File: src/rtl/instr_fetch.sv
// ---------------------------------------------------------------------------
// instr_fetch
//
// Fetches one instruction at a time from an instruction memory. For each
// fetch it issues a single request, waits for the response, and holds the
// word until decode accepts it. ECALL/EBREAK end the program, and a
// misaligned PC or (optionally) an unanswered request raises a sticky fault.
//
// Optional feature:
//   IFETCH_TIMEOUT_EN - when defined, a watchdog aborts with fault=10 after
//                       TIMEOUT_CYCLES cycles in WAIT with no response.
//                       When undefined, WAIT lasts until imem_valid.
//
// Parameters:
//   TIMEOUT_CYCLES  watchdog limit in cycles (2..255), default 16
//
// Ports:
//   clk          in   1   clock, rising edge
//   reset        in   1   synchronous, active-low reset
//   pc_reg       in   32  current PC from the PC stage
//   imem_req     out  1   one-cycle fetch request pulse
//   imem_addr    out  30  word address (pc_reg[31:2]); holds when idle
//   imem_valid   in   1   memory response strobe (honoured only in WAIT)
//   imem_rdata   in   32  instruction word
//   instr        out  32  fetched instruction
//   instr_pc     out  32  PC of instr
//   instr_valid  out  1   instr/instr_pc valid
//   instr_ready  in   1   decode accepts (handshake = instr_valid & instr_ready)
//   pc_advance   out  1   one-cycle pulse: PC stage steps by 4
//   finish_flag  out  1   sticky program-end / fault indication
//   fault        out  2   00 none, 01 misaligned PC, 10 imem timeout
//   fetch_count  out  32  completed handshakes, saturating
// ---------------------------------------------------------------------------
module instr_fetch #(
  parameter int unsigned TIMEOUT_CYCLES = 16
) (
  input  logic        clk,
  input  logic        reset,
  input  logic [31:0] pc_reg,
  output logic        imem_req,
  output logic [29:0] imem_addr,
  input  logic        imem_valid,
  input  logic [31:0] imem_rdata,
  output logic [31:0] instr,
  output logic [31:0] instr_pc,
  output logic        instr_valid,
  input  logic        instr_ready,
  output logic        pc_advance,
  output logic        finish_flag,
  output logic [1:0]  fault,
  output logic [31:0] fetch_count
);

  typedef enum logic [2:0] {
    S_IDLE,
    S_REQ,
    S_WAIT,
    S_HOLD,
    S_DONE
  } state_t;

  localparam logic [1:0]  FAULT_NONE     = 2'b00;
  localparam logic [1:0]  FAULT_MISALIGN = 2'b01;
  localparam logic [1:0]  FAULT_TIMEOUT  = 2'b10;
  localparam logic [31:0] INSTR_ECALL    = 32'h0000_0073;
  localparam logic [31:0] INSTR_EBREAK   = 32'h0010_0073;

  state_t      r_state;
  logic [31:0] r_instr;
  logic [31:0] r_instr_pc;
  logic        r_instr_valid;
  logic        r_pc_advance;
  logic        r_finish;
  logic [1:0]  r_fault;
  logic [31:0] r_count;
  logic [29:0] r_addr;

  logic        w_aligned;
  logic        w_handshake;
  logic        w_is_stop;

`ifdef IFETCH_TIMEOUT_EN
  localparam logic [7:0] WDOG_LAST = 8'(TIMEOUT_CYCLES - 1);
  logic [7:0] r_wdog;
`else
  // Parameter kept for a uniform interface; it has no effect in this build.
  logic [7:0] w_unused_tmo;
  assign w_unused_tmo = 8'(TIMEOUT_CYCLES);
`endif

  assign w_aligned   = (pc_reg[1:0] == 2'b00);
  assign w_handshake = r_instr_valid & instr_ready;
  assign w_is_stop   = (r_instr == INSTR_ECALL) || (r_instr == INSTR_EBREAK);

  // The request must appear in the same REQ cycle in which pc_reg is checked,
  // so imem_req and the address are decoded from state; the address register
  // only remembers the last issued address for the idle periods.
  assign imem_req  = (r_state == S_REQ) && w_aligned;
  assign imem_addr = imem_req ? pc_reg[31:2] : r_addr;

  assign instr       = r_instr;
  assign instr_pc    = r_instr_pc;
  assign instr_valid = r_instr_valid;
  assign pc_advance  = r_pc_advance;
  assign finish_flag = r_finish;
  assign fault       = r_fault;
  assign fetch_count = r_count;

  always_ff @(posedge clk) begin
    if (!reset) begin
      r_state       <= S_IDLE;
      r_instr       <= '0;
      r_instr_pc    <= '0;
      r_instr_valid <= 1'b0;
      r_pc_advance  <= 1'b0;
      r_finish      <= 1'b0;
      r_fault       <= FAULT_NONE;
      r_count       <= '0;
      r_addr        <= '0;
`ifdef IFETCH_TIMEOUT_EN
      r_wdog        <= '0;
`endif
    end else begin
      r_pc_advance <= 1'b0;
      case (r_state)
        S_IDLE: begin
          r_state <= S_REQ;
        end

        S_REQ: begin
          if (!w_aligned) begin
            r_fault  <= FAULT_MISALIGN;
            r_finish <= 1'b1;
            r_state  <= S_DONE;
          end else begin
            r_instr_pc <= pc_reg;
            r_addr     <= pc_reg[31:2];
`ifdef IFETCH_TIMEOUT_EN
            r_wdog     <= '0;
`endif
            r_state    <= S_WAIT;
          end
        end

        S_WAIT: begin
          if (imem_valid) begin
            r_instr       <= imem_rdata;
            r_instr_valid <= 1'b1;
            r_state       <= S_HOLD;
          end
`ifdef IFETCH_TIMEOUT_EN
          else if (r_wdog == WDOG_LAST) begin
            r_fault  <= FAULT_TIMEOUT;
            r_finish <= 1'b1;
            r_state  <= S_DONE;
          end else begin
            r_wdog <= r_wdog + 8'd1;
          end
`endif
        end

        S_HOLD: begin
          if (w_handshake) begin
            r_instr_valid <= 1'b0;
            if (r_count != '1) begin
              r_count <= r_count + 32'd1;
            end
            // A stop instruction ends the program: the PC must not step,
            // and DONE keeps pc_advance low from its first cycle.
            if (w_is_stop) begin
              r_finish <= 1'b1;
              r_fault  <= FAULT_NONE;
              r_state  <= S_DONE;
            end else begin
              r_pc_advance <= 1'b1;
              r_state      <= S_REQ;
            end
          end
        end

        S_DONE: begin
          r_state <= S_DONE;
        end

        default: begin
          r_state <= S_IDLE;
        end
      endcase
    end
  end

endmodule

File: config.mk
export PLATFORM = sky130hd
export DESIGN_NAME = instr_fetch
export DESIGN_NICKNAME = d
export VERILOG_FILES = /design/src/rtl/instr_fetch.sv
export SDC_FILE = /design/constraint.sdc
export NUM_CORES = 1
export LEC_CHECK = 0
export BUFFER_PORTS_ARGS = -buffer_cell sky130_fd_sc_hd__clkbuf_2
export CORE_MARGIN = 1.5
export CORE_UTILIZATION = 45
export DETAILED_ROUTE_END_ITERATION = 12
export GPL_ROUTABILITY_DRIVEN = 0
export PLACE_DENSITY_LB_ADDON = 0.25
export REMOVE_ABC_BUFFERS = 1
export SYNTH_ARGS = -nofsm -noshare
export SYNTH_HDL_FRONTEND = slang
export SYNTH_SLANG_ARGS = --single-unit
File: constraint.sdc
create_clock -name clk -period 3.8 [get_ports clk]
set_input_delay 0.76 -clock clk [delete_from_list [all_inputs] [get_ports clk]]
set_output_delay 0.76 -clock clk [all_outputs]
set_load 0.02 [all_outputs]
==> tab_implementation.tex, run 1 <==
\begin{tabular}{lr}
\hline
Metric & Value \\
\hline
\multicolumn{2}{l}{\textbf{Run status}} \\
Status & complete, no violations \\
\multicolumn{2}{l}{\textbf{Clock network}} \\
Hold buffer count at CTS & 0 \\
Post-CTS repair timing setup buffer count & 0 \\
CTS H-Tree Depth & 3 \\
Post-cts sizing count & 0 \\
Number of clock sinks seen by CTS & 103 \\
Clock transition at the registers of the reported paths & 0.09 ns \\
Skew-Pair Late Insertion Delay & 0.36 ns \\
Number of clock buffers inserted by TritonCTS & 9 \\
Maximum clock insertion buffer count & 2 \\
Library cell used as clock root buffer & sky130\_fd\_sc\_hd\_\_clkbuf\_8 \\
TritonCTS clock tree & yes \\
\multicolumn{2}{l}{\textbf{Synthesis}} \\
Leading register cell type out of synthesis & sky130\_fd\_sc\_hd\_\_dfxtp\_1 \\
Share of the yosys chip area belonging to registers & 47.1\% \\
Fraction of synthesis flops using an asynchronous set or reset pin & 0\% \\
Number of synthesized register bits & 103 \\
Post-synth design cell area & 4380 µm² \\
Count of flip-flops with a built-in enable after synthesis & 0 \\
Count of synthesis-stage warnings from yosys & 0 \\
Syn\_area\_per\_cell & 8.93 µm² \\
Synthesized netlist cell count & 490 \\
Unique masters post-synth & 52 \\
\multicolumn{2}{l}{\textbf{Power and ir drop}} \\
Leak pwr & 2.50 nW \\
Power Dens Cells & 389 nW/µm² \\
Peak supply drop & 0.179 mV \\
\multicolumn{2}{l}{\textbf{Setup path}} \\
Critical path's largest stage delay & 0.37 ns \\
Slowest-stage cell, CP & sky130\_fd\_sc\_hd\_\_nor3\_1 \\
Element type at the critical path start & input pin \\
Arrival time of data at the critical path endpoint & 2.09 ns \\
Critical path cell sequence & clkbuf\_2 -> nor3\_1 -> nand2\_1 -> buf\_4 -> mux2\_2 -> clkbuf\_2 \\
Most frequent cell on the critical path & sky130\_fd\_sc\_hd\_\_clkbuf\_2 \\
Data required time at the worst endpoint & 3.04 ns \\
Critical Path Sink Type & output pin \\
Max FO, Critical Path & 33 \\
Category of the most critical setup path & in -> out \\
\multicolumn{2}{l}{\textbf{STA}} \\
Final Worst Setup Slack & 0.951 ns \\
Fraction of the cycle the final worst path needs & 75.0\% \\
Slew Viols, Final & 0 \\
Worst Max-Slew Pin Slew & 1.03 ns \\
Setup repair after global routing missed its margin & no \\
Worst slew margin & 31.4\% \\
Final Hold Viols & 0 \\
Post-layout min period & 2.85 ns \\
Total Neg Setup Slack & 0 ns \\
Layout Skew & 0.0150 ns \\
Endpoints failing setup & 0 \\
Fmax & 351 MHz \\
\multicolumn{2}{l}{\textbf{Detailed routing}} \\
DRT antenna net count & 0 \\
Initial drt markers & 156 \\
Vias after detailed routing & 4225 \\
Detail-routed net length per standard cell & 14.2 µm \\
Vias per inst & 5.22 \\
Number of iterations in the first detailed-routing pass & 4 \\
Detailed Route WL & 11500 µm \\
DRC violation count after routing & 0 \\
\multicolumn{2}{l}{\textbf{Run}} \\
Number of maximum-capacitance constraint violations & 0 \\
\multicolumn{2}{l}{\textbf{Cells and area}} \\
Area Overhead vs Synth & 29.5\% \\
Number of diodes & 0 \\
Flip-flop and latch area & 2060 µm² \\
Multi-input combinational cell area & 2160 µm² \\
Fraction of layout instances using a drive strength above 1 & 38.3\% \\
Most frequent standard cell in the layout excluding fill and tap cells & sky130\_fd\_sc\_hd\_\_clkbuf\_2 \\
Filler Cells Inserted & 869 \\
Final layout net count & 745 \\
Commonest cells after routing, fill and taps aside & 198 x sky130\_fd\_sc\_hd\_\_clkbuf\_2, 103 x sky130\_fd\_sc\_hd\_\_dfxtp\_1, 81 x sky130\_fd\_sc\_hd\_\_nand2\_1 \\
\multicolumn{2}{l}{\textbf{Global routing}} \\
Antenna violations before repair & 0 \\
Vias in the first global route & 3778 \\
Overflow after GRT & 0 \\
First-pass GRT wire length & 18000 µm \\
Pin count of the biggest net entering global routing & 48 \\
Overall Global Routing Usage & 21.9\% \\
\multicolumn{2}{l}{\textbf{Floorplanning}} \\
DIE HEIGHT & 102 µm \\
Area of the die & 10300 µm² \\
Initial cell density of the core & 46.9\% \\
Placement row count & 35 \\
I/O pin count & 200 \\
Die X & 102 µm \\
Floorplan Core Area & 9330 µm² \\
\multicolumn{2}{l}{\textbf{Placement}} \\
PortBufs & 198 \\
Half-perimeter wire length after placement & 8490 µm \\
Setup Slack @ Placement & 0.961 ns \\
\multicolumn{2}{l}{\textbf{Worst hold path}} \\
Min-Delay Path Class & reg -> reg \\
\hline
\end{tabular}
## metal layers
layer	up-vias	share of wire [%]	GRT usage, %
met1	1938	44	27.4
met5	-	0	0
met3	10	7.7	5.11
li1	2117	-	-
met4	0	0.98	6.52
met2	160	48	37.4
## Yosys cell counts (2+ instances only)
| master | instances | area [µm²] |
|---|---|---|
| sky130_fd_sc_hd__o211ai_1 | 2 | 15.0 |
| sky130_fd_sc_hd__clkbuf_1 | 19 | 71.3 |
| sky130_fd_sc_hd__a21o_1 | 2 | 15.0 |
| sky130_fd_sc_hd__or2_2 | 3 | 18.8 |
| sky130_fd_sc_hd__nand3_1 | 12 | 60.1 |
| sky130_fd_sc_hd__nand4b_1 | 2 | 17.5 |
| sky130_fd_sc_hd__mux2i_1 | 3 | 30.0 |
| sky130_fd_sc_hd__and3_1 | 5 | 31.3 |
| sky130_fd_sc_hd__buf_4 | 2 | 15.0 |
| sky130_fd_sc_hd__nor2_1 | 6 | 22.5 |
| sky130_fd_sc_hd__and2_1 | 31 | 194 |
| sky130_fd_sc_hd__dfxtp_1 | 103 | 2060 |
| sky130_fd_sc_hd__or4_1 | 10 | 75.1 |
| sky130_fd_sc_hd__buf_1 | 4 | 15.0 |
| sky130_fd_sc_hd__and4_1 | 5 | 43.8 |
| sky130_fd_sc_hd__nand4_1 | 15 | 93.8 |
| sky130_fd_sc_hd__mux2_2 | 30 | 338 |
| sky130_fd_sc_hd__inv_1 | 5 | 18.8 |
| sky130_fd_sc_hd__or3_1 | 13 | 81.3 |
| sky130_fd_sc_hd__xor2_1 | 2 | 17.5 |
| sky130_fd_sc_hd__nor4_1 | 7 | 43.8 |
| sky130_fd_sc_hd__o31ai_1 | 13 | 97.6 |
| sky130_fd_sc_hd__nor3_1 | 7 | 35.0 |
| sky130_fd_sc_hd__a21oi_1 | 60 | 300 |
| sky130_fd_sc_hd__o21ai_1 | 9 | 45.0 |
| sky130_fd_sc_hd__inv_2 | 2 | 7.51 |
| sky130_fd_sc_hd__o21ai_0 | 7 | 35.0 |
| sky130_fd_sc_hd__nand2_1 | 81 | 304 |
| sky130_fd_sc_hd__nand2b_1 | 5 | 31.3 |
| sky130_fd_sc_hd__buf_2 | 3 | 15.0 |
## final timing paths
check	cells after the start	slack, ns	endpoint	start
max	6	0.95	imem_addr[20]	pc_reg[0]
min	2	0.45	finish_flag$_SDFFE_PN0P_	finish_flag$_SDFFE_PN0P_
max reg2reg	6	1.11	fetch_count[26]$_SDFFE_PN0P_	fetch_count[0]$_SDFFE_PN0P_
min reg2reg	2	0.45	finish_flag$_SDFFE_PN0P_	finish_flag$_SDFFE_PN0P_
## metrics by stage
| step | instance area [µm²] | util [%] | power [mW] | std cells | hold WS (ns) |
|---|---|---|---|---|---|
| final | 5670 | 60.8 | 2.21 | 810 | 0.451 |
| after global routing | 5670 | 60.8 | 2.32 | 810 | 0.484 |
| after CTS | 5670 | 60.8 | 2.23 | 810 | 0.455 |
| after detailed placement | 5450 | 58.4 | 1.51 | 794 | 0.442 |
| after global placement | 5450 | 58.4 | 1.51 | 794 | 0.436 |
| after floorplan | 4250 | - | 1.38 | 461 | 0.518 |
## kinds of logic after synthesis
logic type,count (synthesis),synth area share [%]
AO/OA/AOI/OAI,99,12.8
XOR/XNOR,3,0.601
adder cells (fa/ha/maj),1,0.286
buffers and inverters,36,3.52
flip-flops,103,47.1
multiplexers,33,8.41
other,1,0.0857
AND/OR/NAND/NOR,214,27.2
## worst max-delay path: cells and delay by family
kind | cells | cell delay (ns)
simple gates | 2 | 0.46
buf+inv | 3 | 0.52
mux | 1 | 0.33
## flip-flops by register name, indices dropped and copies added, names as in the netlist
name / flops
r_state: 3
instr_valid: 1
instr_pc: 31
finish_flag: 1
pc_advance: 1
r_addr: 1
fault: 1
instr: 32
fetch_count: 32
## final cells by class
| cell class | instances | area share [%] |
|---|---|---|
| multi-input combinational | 351 | 38.2 |
| sequential | 103 | 36.4 |
| timing repair buffer | 204 | 18.3 |
| clock buffer | 12 | 2.91 |
| tap | 129 | 2.85 |
| clock inverter | 4 | 0.927 |
| inverter | 7 | 0.464 |
## where the power goes
part           internal [mW]  switching (mW)  leakage (nW)  total, mW
clock network          0.360           0.360         0.113      0.720
registers               1.12          0.0333         0.832       1.15
logic                  0.136           0.200          1.55      0.336
total                   1.61           0.593          2.50       2.21
Note: power is estimated with default switching activity, not from simulation.
==> run 2, diff against run 1 <==
==> constraint.sdc (replaced) <==
create_clock -name clk -period 2.86 [get_ports clk]
set_input_delay 0.572 -clock clk [delete_from_list [all_inputs] [get_ports clk]]
set_output_delay 0.572 -clock clk [all_outputs]
set_load 0.02 [all_outputs]
==> tab_implementation.tex, run 2 (same netlist as run 1, synthesis figures left out) <==
\begin{tabular}{lr}
\hline
Metric & Value \\
\hline
\multicolumn{2}{l}{\textbf{Detailed routing}} \\
Detailed Route WL & 11600 µm \\
Detail-routed net length per standard cell & 14.2 µm \\
Vias after detailed routing & 4281 \\
DRT antenna net count & 0 \\
Initial drt markers & 137 \\
Vias per inst & 5.27 \\
DRC violation count after routing & 0 \\
Number of iterations in the first detailed-routing pass & 4 \\
\multicolumn{2}{l}{\textbf{Floorplanning}} \\
Area of the die & 10300 µm² \\
Initial cell density of the core & 46.9\% \\
Placement row count & 35 \\
I/O pin count & 200 \\
Die X & 102 µm \\
DIE HEIGHT & 102 µm \\
Floorplan Core Area & 9330 µm² \\
\multicolumn{2}{l}{\textbf{STA}} \\
Endpoints failing setup & 0 \\
Setup repair after global routing missed its margin & no \\
Slew Viols, Final & 0 \\
Layout Skew & 0.00973 ns \\
Fmax & 380 MHz \\
Worst Max-Slew Pin Slew & 0.678 ns \\
Fraction of the cycle the final worst path needs & 91.9\% \\
Worst slew margin & 54.8\% \\
Post-layout min period & 2.63 ns \\
Final Hold Viols & 0 \\
Total Neg Setup Slack & 0 ns \\
\multicolumn{2}{l}{\textbf{Global routing}} \\
Pin count of the biggest net entering global routing & 64 \\
Overall Global Routing Usage & 21.8\% \\
First-pass GRT wire length & 18000 µm \\
Vias in the first global route & 3921 \\
Antenna violations before repair & 0 \\
Overflow after GRT & 0 \\
\multicolumn{2}{l}{\textbf{Cells and area}} \\
Commonest cells after routing, fill and taps aside & 198 x sky130\_fd\_sc\_hd\_\_clkbuf\_2, 103 x sky130\_fd\_sc\_hd\_\_dfxtp\_1, 81 x sky130\_fd\_sc\_hd\_\_nand2\_1 \\
Number of diodes & 0 \\
Fraction of layout instances using a drive strength above 1 & 38.3\% \\
Area of all placed cells without fillers & 5690 µm² \\
Most frequent standard cell in the layout excluding fill and tap cells & sky130\_fd\_sc\_hd\_\_clkbuf\_2 \\
Flip-flop and latch area & 2060 µm² \\
Area Overhead vs Synth & 30.0\% \\
Multi-input combinational cell area & 2160 µm² \\
Filler Cells Inserted & 879 \\
Final layout net count & 748 \\
\multicolumn{2}{l}{\textbf{Setup path}} \\
Element type at the critical path start & register \\
Critical Path Sink Type & output pin \\
Origin of the worst setup path & r\_state[2]\$\_SDFFE\_PN0P\_ \\
Data required time at the worst endpoint & 2.29 ns \\
Critical path's largest stage delay & 0.51 ns \\
Slowest-stage cell, CP & sky130\_fd\_sc\_hd\_\_dfxtp\_1 \\
Max FO, Critical Path & 33 \\
Arrival time of data at the critical path endpoint & 2.06 ns \\
Worst r2r src & fetch\_count[1]\$\_SDFFE\_PN0P\_ \\
Critical path cell sequence & nor2b\_1 -> nand2\_1 -> buf\_4 -> mux2\_2 -> clkbuf\_2 \\
Category of the most critical setup path & reg -> out \\
\multicolumn{2}{l}{\textbf{Clock network}} \\
Post-cts sizing count & 0 \\
Hold buffer count at CTS & 0 \\
Library cell used as clock root buffer & sky130\_fd\_sc\_hd\_\_clkbuf\_8 \\
Clock transition at the registers of the reported paths & 0.10 ns \\
Maximum clock insertion buffer count & 2 \\
Skew-Pair Late Insertion Delay & 0.35 ns \\
CTS H-Tree Depth & 3 \\
Number of clock sinks seen by CTS & 103 \\
TritonCTS clock tree & yes \\
Post-CTS repair timing setup buffer count & 0 \\
Number of clock buffers inserted by TritonCTS & 9 \\
\multicolumn{2}{l}{\textbf{Worst hold path}} \\
Min-Delay Path Class & in -> reg \\
Startpoint of the most critical hold path & imem\_rdata[20] \\
\multicolumn{2}{l}{\textbf{Placement}} \\
Area after detailed placement & 5470 µm² \\
PortBufs & 198 \\
Half-perimeter wire length after placement & 8660 µm \\
\multicolumn{2}{l}{\textbf{Run}} \\
Number of maximum-capacitance constraint violations & 0 \\
\multicolumn{2}{l}{\textbf{Power and ir drop}} \\
Peak supply drop & 0.298 mV \\
Power Dens Cells & 519 nW/µm² \\
Leak pwr & 2.51 nW \\
\multicolumn{2}{l}{\textbf{Run status}} \\
Status & complete, no violations \\
\hline
\end{tabular}
-- run 2: changes by cell type in the layout (fill, tap and decap cells not counted), sizes merged --
| cell | delta |
|---|---|
| bufinv | +1 |
| clkbuf | -1 |
| buf | +3 |
-- run 2: layout make-up --
type	instances	share of cell area, %
multi-input combinational	351	38.1
sequential	103	36.3
timing repair buffer	207	18.6
tap	129	2.84
clock buffer	11	2.31
clock inverter	5	1.45
inverter	7	0.462
-- run 2: final timing paths --
path / slack [ns] / to / cells past startpoint
max: 0.23 / imem_addr[10] / 5
min: 0.42 / instr[20]$_SDFFE_PN0P_ / 3
max reg2reg: 0.24 / fetch_count[26]$_SDFFE_PN0P_ / 6
min reg2reg: 0.46 / finish_flag$_SDFFE_PN0P_ / 2
-- run 2: metrics by stage --
step	utilization, %	hold WS [ns]	std cells	worst slack [ns]	total power [mW]
after floorplan	-	0.518	461	0.147	1.83
after global placement	58.7	0.438	797	0.362	2.00
after detailed placement	58.7	0.453	797	0.350	2.01
after CTS	61.0	0.407	813	0.211	2.99
after global routing	61.0	0.402	813	0.0904	3.10
final	61.0	0.423	813	0.230	2.95
-- run 2: routing by layer --
metal / track usage (%) / up-vias / wire length (µm)
li1: - / 2132 / -
met1: 25.5 / 1980 / 4910
met2: 39.0 / 156 / 5670
met4: 7.80 / 0 / 153
met5: 0 / - / 0
met3: 4.83 / 13 / 843
-- run 2: critical path: cells and delay by family, from the launching register on --
kind                   cells  cell delay [ns]
buffers and inverters      2             0.53
AND/OR/NAND/NOR            2             0.25
flip-flops                 1             0.51
multiplexers               1             0.41
-- run 2: where the power goes --
part	internal, mW	leakage, nW	switching (mW)
registers	1.48	0.832	0.0471
logic	0.182	1.57	0.264
clock network	0.496	0.107	0.477
total	2.16	2.51	0.788
